--- src/rtl/led_blink_stretcher_pkg.sv ---
// led_blink_stretcher_pkg: shared FSM encoding and default blink timing for the candle LED path
package led_blink_stretcher_pkg;

    typedef enum logic [1:0] {
        IDLE = 2'd0,
        ON   = 2'd1,
        GAP  = 2'd2
    } state_t;

    localparam int DEF_ON_CYCLES    = 50;
    localparam int DEF_OFF_CYCLES   = 50;
    localparam int DEF_PENDWIDTH    = 4;
    localparam int DEF_COUNTERWIDTH = 32;

endpackage

--- src/rtl/led_blink_stretcher_sat.sv ---
// sat_updown_counter: saturating up/down counter with sync clear; flags an increment lost at full scale
module sat_updown_counter #(
    parameter int W = 4
) (
    input  logic         clk_i,
    input  logic         clr_i,
    input  logic         inc_i,
    input  logic         dec_i,
    output logic [W-1:0] count_o,
    output logic         drop_o
);

    logic [W-1:0] count_q, count_d;
    logic         drop_q, drop_d;
    logic         full, empty;

    assign full  = &count_q;
    assign empty = ~|count_q;

    // simultaneous inc and dec cancel, so a saturated counter never drops in that case
    always_comb begin
        count_d = (inc_i && !dec_i && !full)  ? count_q + 1'b1 :
                  (dec_i && !inc_i && !empty) ? count_q - 1'b1 : count_q;
        drop_d  = inc_i && !dec_i && full;
    end

    always_ff @(posedge clk_i) begin
        if (clr_i) begin
            count_q <= '0;
            drop_q  <= 1'b0;
        end else begin
            count_q <= count_d;
            drop_q  <= drop_d;
        end
    end

    assign count_o = count_q;
    assign drop_o  = drop_q;

endmodule

--- src/rtl/led_blink_stretcher.sv ---
// led_blink_stretcher: turns one-cycle event pulses into fixed-width LED blinks with a dark gap,
// queueing pulses that arrive mid-blink so every event yields exactly one blink
module led_blink_stretcher
    import led_blink_stretcher_pkg::*;
#(
    parameter int ON_CYCLES    = DEF_ON_CYCLES,
    parameter int OFF_CYCLES   = DEF_OFF_CYCLES,
    parameter int PENDWIDTH    = DEF_PENDWIDTH,
    parameter int COUNTERWIDTH = DEF_COUNTERWIDTH
) (
    input  logic                 clk_50MHz,
    input  logic                 rst,
    input  logic                 pulse_in,
    output logic                 led_out,
    output logic                 busy,
    output logic [PENDWIDTH-1:0] pending,
    output logic                 overflow
);

    localparam logic [COUNTERWIDTH-1:0] ON_LAST  = COUNTERWIDTH'(ON_CYCLES - 1);
    localparam logic [COUNTERWIDTH-1:0] OFF_LAST = COUNTERWIDTH'(OFF_CYCLES - 1);

    state_t                  state_q, state_d;
    logic [COUNTERWIDTH-1:0] cnt_q, cnt_d;
    logic                    led_q, led_d;
    logic                    have_pend, launch, inc, dec;

    assign have_pend = |pending;
    assign launch    = (state_q == IDLE) && (have_pend || pulse_in);
    // a launch from IDLE consumes the queue first; a fresh pulse then joins the queue instead
    assign dec       = (state_q == IDLE) && have_pend;
    assign inc       = pulse_in && ((state_q != IDLE) || have_pend);

    sat_updown_counter #(
        .W(PENDWIDTH)
    ) u_pend (
        .clk_i  (clk_50MHz),
        .clr_i  (rst),
        .inc_i  (inc),
        .dec_i  (dec),
        .count_o(pending),
        .drop_o (overflow)
    );

    always_ff @(posedge clk_50MHz) begin
        if (rst) begin
            state_q <= IDLE;
            cnt_q   <= '0;
            led_q   <= 1'b0;
        end else begin
            state_q <= state_d;
            cnt_q   <= cnt_d;
            led_q   <= led_d;
        end
    end

    always_comb begin
        state_d = state_q;
        cnt_d   = cnt_q;
        unique case (state_q)
            IDLE: begin
                state_d = launch ? ON : IDLE;
                cnt_d   = '0;
            end
            ON: begin
                state_d = (cnt_q == ON_LAST) ? GAP : ON;
                cnt_d   = (cnt_q == ON_LAST) ? '0 : cnt_q + 1'b1;
            end
            GAP: begin
                state_d = (cnt_q == OFF_LAST) ? IDLE : GAP;
                cnt_d   = (cnt_q == OFF_LAST) ? '0 : cnt_q + 1'b1;
            end
            default: begin
                state_d = IDLE;
                cnt_d   = '0;
            end
        endcase
    end

    always_comb begin
        led_d = (state_d == ON);
        busy  = (state_q != IDLE);
    end

    assign led_out = led_q;

endmodule

--- config.mk ---
export PLATFORM = sky130hd
export DESIGN_NAME = led_blink_stretcher
export DESIGN_NICKNAME = d
export VERILOG_FILES = /design/src/rtl/led_blink_stretcher_pkg.sv /design/src/rtl/led_blink_stretcher_sat.sv /design/src/rtl/led_blink_stretcher.sv
export SDC_FILE = /design/constraint.sdc
export NUM_CORES = 1
export LEC_CHECK = 0
export CORE_ASPECT_RATIO = 0.7
export CORE_MARGIN = 5
export CORE_UTILIZATION = 45
export CTS_CLUSTER_SIZE = 24
export DETAILED_ROUTE_END_ITERATION = 10
export SLEW_MARGIN = 15
export SYNTH_ARGS = -nofsm -noshare
export SYNTH_HDL_FRONTEND = slang
export SYNTH_SLANG_ARGS = --single-unit
--- constraint.sdc ---
create_clock -name clk_50MHz -period 5.8 [get_ports clk_50MHz]
set_clock_uncertainty 0.05 [all_clocks]
set_input_delay 1.45 -clock clk_50MHz [delete_from_list [all_inputs] [get_ports clk_50MHz]]
set_output_delay 1.45 -clock clk_50MHz [all_outputs]
set_load 0.05 [all_outputs]
==> metrics <==
Netlist Area Pre-Place=between 0.002 and 0.0025 mm2; Core Area=between 0.004 and 0.005 mm2; final worst-path cycle share=0.579; WL per Instance=approximately 14 um; iteration count of the initial detailed-routing pass=4; Placed Area=between 0.002 and 0.0025 mm2; port buffer count=9; cts hold-fix bufs=0; die width=roughly 90 um; gpl congestion=around 0.76; via count=between 1500 and 2000; row cnt=20; Critical Path Sink Type=flop; Cells after Synth=about 240; Diodes inserted=0; Die Span Y=66.7 um; global-route wire length before repair=7370 um; non-filler cells in the finished layout=300; H-tree depth=2; min Tclk post-route=~3.4 ns; most frequent cells in the layout=40 x dfxtp_1, 21 x nor2_1, 19 x a21oi_1, 13 x or4_1, 12 x xnor2_1; Slew @ Worst Pin=~0.50 ns; Via-to-Cell Ratio=5.72; antenna viol nets, final=0; CP arrival=between 3 and 4 ns; worst hold slack=0.439 ns; RSZ-0062 raised after global routing=no; Seq/Total Area, Yosys=0.387; Worst Setup EP=u_pend.count_o[3]$_SDFFE_PP0P_; max_cap viols=0; DRC viols=0; Startpoint Class=input port; largest net degree at the start of global routing=28; DP HPWL=between 2000 and 3000 um; CTS Buf Count=5; FILL cells=432; die area=about 0.0061 mm2; Slew Viols, Final=0; worst ir drop on vdd=~230 uV; setup TNS=0 ns; Routed WL=approximately 4200 um; final design utilization=0.520; Yosys cell types=39; CP startpoint=pulse_in; worst r2r path cells=9; grt ovf=0; Worst-path clk slew=about 0.070 ns; Hold Path Class=reg -> reg; #FFs+latches synth=40; final net count=between 200 and 300; post-CTS sizing=0; syn_area_per_cell=just under 9 um2; Area Overhead vs Synth=10.1%; initial antenna violation count=0; largest fanout on the critical path=4; final setup vio count=0; worst r2r dst=u_pend.count_o[3]$_SDFFE_PP0P_; Achievable Freq=between 0.2 and 0.3 GHz; syn_nets=~250; TritonCTS Sinks=40; LEAKAGE=between 0.6 and 0.7 nW; final count of hold timing violations=0; CTS tree=done; CTS Root Cell=clkbuf_8; outcome=finished, final reports clean; Synth warnings=0; GRT Total Usage=0.148; Post-CTS Setup Bufs=0; most common cell after layout, fill and taps aside=dfxtp_1; Slew headroom=0.667; crit path kind=in -> reg; vias in the first global route=between 1500 and 2000; Starting Density=0.472; PD cells=approximately 330 mW/mm2; 1st-iter DRT viols=69; worst-case clock buffer depth=2; fin area=0.00228 mm2; R2R Path Start=state_q[0]$_SDFF_PP0_; num ports=10; Placed Instances=~290; CP Data Required Time=slightly below 6 ns; fraction of layout cells with a size suffix above 1=0.0612; Worst-Skew Late Latency=approximately 0.29 ns; r2r setup slk=roughly 3.4 ns
[per-stage QoR]
| step | total power [W] | setup WS (ns) |
|---|---|---|
| after floorplan | 0.000500 | 2.77 |
| final | 0.000752 | 2.44 |
| after global routing | 0.000794 | 2.31 |
| after detailed placement | 0.000566 | 2.14 |
| after global placement | 0.000569 | 2.17 |
| after CTS | 0.000758 | 2.43 |
[cell families after synthesis]
| logic type | share of synthesized area |
|---|---|
| adder cells (fa/ha/maj) | 0.0581 |
| multiplexers | 0.0103 |
| AND/OR/NAND/NOR | 0.298 |
| buffers and inverters | 0.0424 |
| AO/OA/AOI/OAI | 0.140 |
| flip-flops | 0.387 |
| XOR/XNOR | 0.0636 |
[how the worst min path moves through the flow]
stage                                    start              endpoint  cells after the start
after CTS                 cnt_q[31]$_SDFF_PP0_  cnt_q[31]$_SDFF_PP0_                      2
final                      cnt_q[0]$_SDFF_PP0_   cnt_q[0]$_SDFF_PP0_                      1
after detailed placement  cnt_q[31]$_SDFF_PP0_  cnt_q[31]$_SDFF_PP0_                      2
after floorplan            cnt_q[0]$_SDFF_PP0_   cnt_q[0]$_SDFF_PP0_                      1
after global placement     cnt_q[0]$_SDFF_PP0_   cnt_q[0]$_SDFF_PP0_                      1
after global routing      cnt_q[31]$_SDFF_PP0_  cnt_q[31]$_SDFF_PP0_                      2
[metal layers]
| metal | share of wire | routed length (um) | track usage | up-vias |
|---|---|---|---|---|
| met1 | 0.55 | 2290 | 0.209 | 793 |
| met4 | 0.0041 | 17 | 0.0275 | 0 |
| li1 | - | - | - | 905 |
| met2 | 0.41 | 1700 | 0.228 | 17 |
| met5 | 0 | 0 | 0 | - |
| met3 | 0.040 | 166 | 0.0395 | 2 |
[cell type report]
| class | instances | area, um2 | share of cell area |
|---|---|---|---|
| flip-flops and latches | 40 | 801 | 0.352 |
| clock buffers | 6 | 82.6 | 0.0363 |
| well taps | 55 | 68.8 | 0.0302 |
| inverters | 9 | 33.8 | 0.0148 |
| clock inverters | 2 | 10.0 | 0.00440 |
| repair buffers | 10 | 97.6 | 0.0429 |
| multi-input cells | 178 | 1180 | 0.520 |
[sequential cells by signal (all words and copies together), names as in the netlist]
signal and count:
state_q 2, u_pend.drop_o 1, cnt_q 32, led_out 1, u_pend.count_o 4
[worst max-delay path, cell delays in order]
cell,delay (ns)
clkdlybuf4s50_1,0.52
nand3_1,0.18
ha_1,0.31
a21o_1,0.19
a2111o_1,0.40
o21ai_0,0.10
mux2_2,0.35
[power breakdown]
| part | internal (W) | switching, W |
|---|---|---|
| logic | 0.0000938 | 0.000143 |
| clock network | 0.0000950 | 0.0000968 |
| registers | 0.000295 | 0.0000287 |
| total | 0.000484 | 0.000269 |
[synth_stat cells]
library cell	instances	share of area
nor4b_1	3	0.013
o2111a_1	1	0.0054
buf_4	2	0.0073
o21ai_1	1	0.0024
o31ai_1	11	0.040
inv_1	9	0.016
nand4_2	2	0.012
dlygate4sd1_1	1	0.0042
xor2_1	3	0.013
nand3_1	11	0.027
a21o_1	1	0.0036
dfxtp_1	40	0.39
mux2i_1	1	0.0048
buf_2	3	0.0073
a21boi_0	2	0.0073
mux2_2	1	0.0054
and4_1	7	0.030
nand2_2	1	0.0030
o22ai_1	1	0.0030
ha_1	8	0.048
and2_1	1	0.0030
clkbuf_1	4	0.0073
or3_1	7	0.021
o21ai_0	8	0.019
nor2_1	21	0.038
nand4_1	10	0.030
fa_1	1	0.0097
nor2b_1	2	0.0061
nand2_1	10	0.018
nor3_1	6	0.015
or4_1	13	0.047
a21oi_1	19	0.046
nand2b_1	2	0.0061
xnor2_1	12	0.051
a2111o_1	1	0.0054
nor4_1	8	0.024
or4_4	1	0.0054
a211oi_1	1	0.0036
o21a_1	1	0.0036
Power figures use the tool's default switching activity.
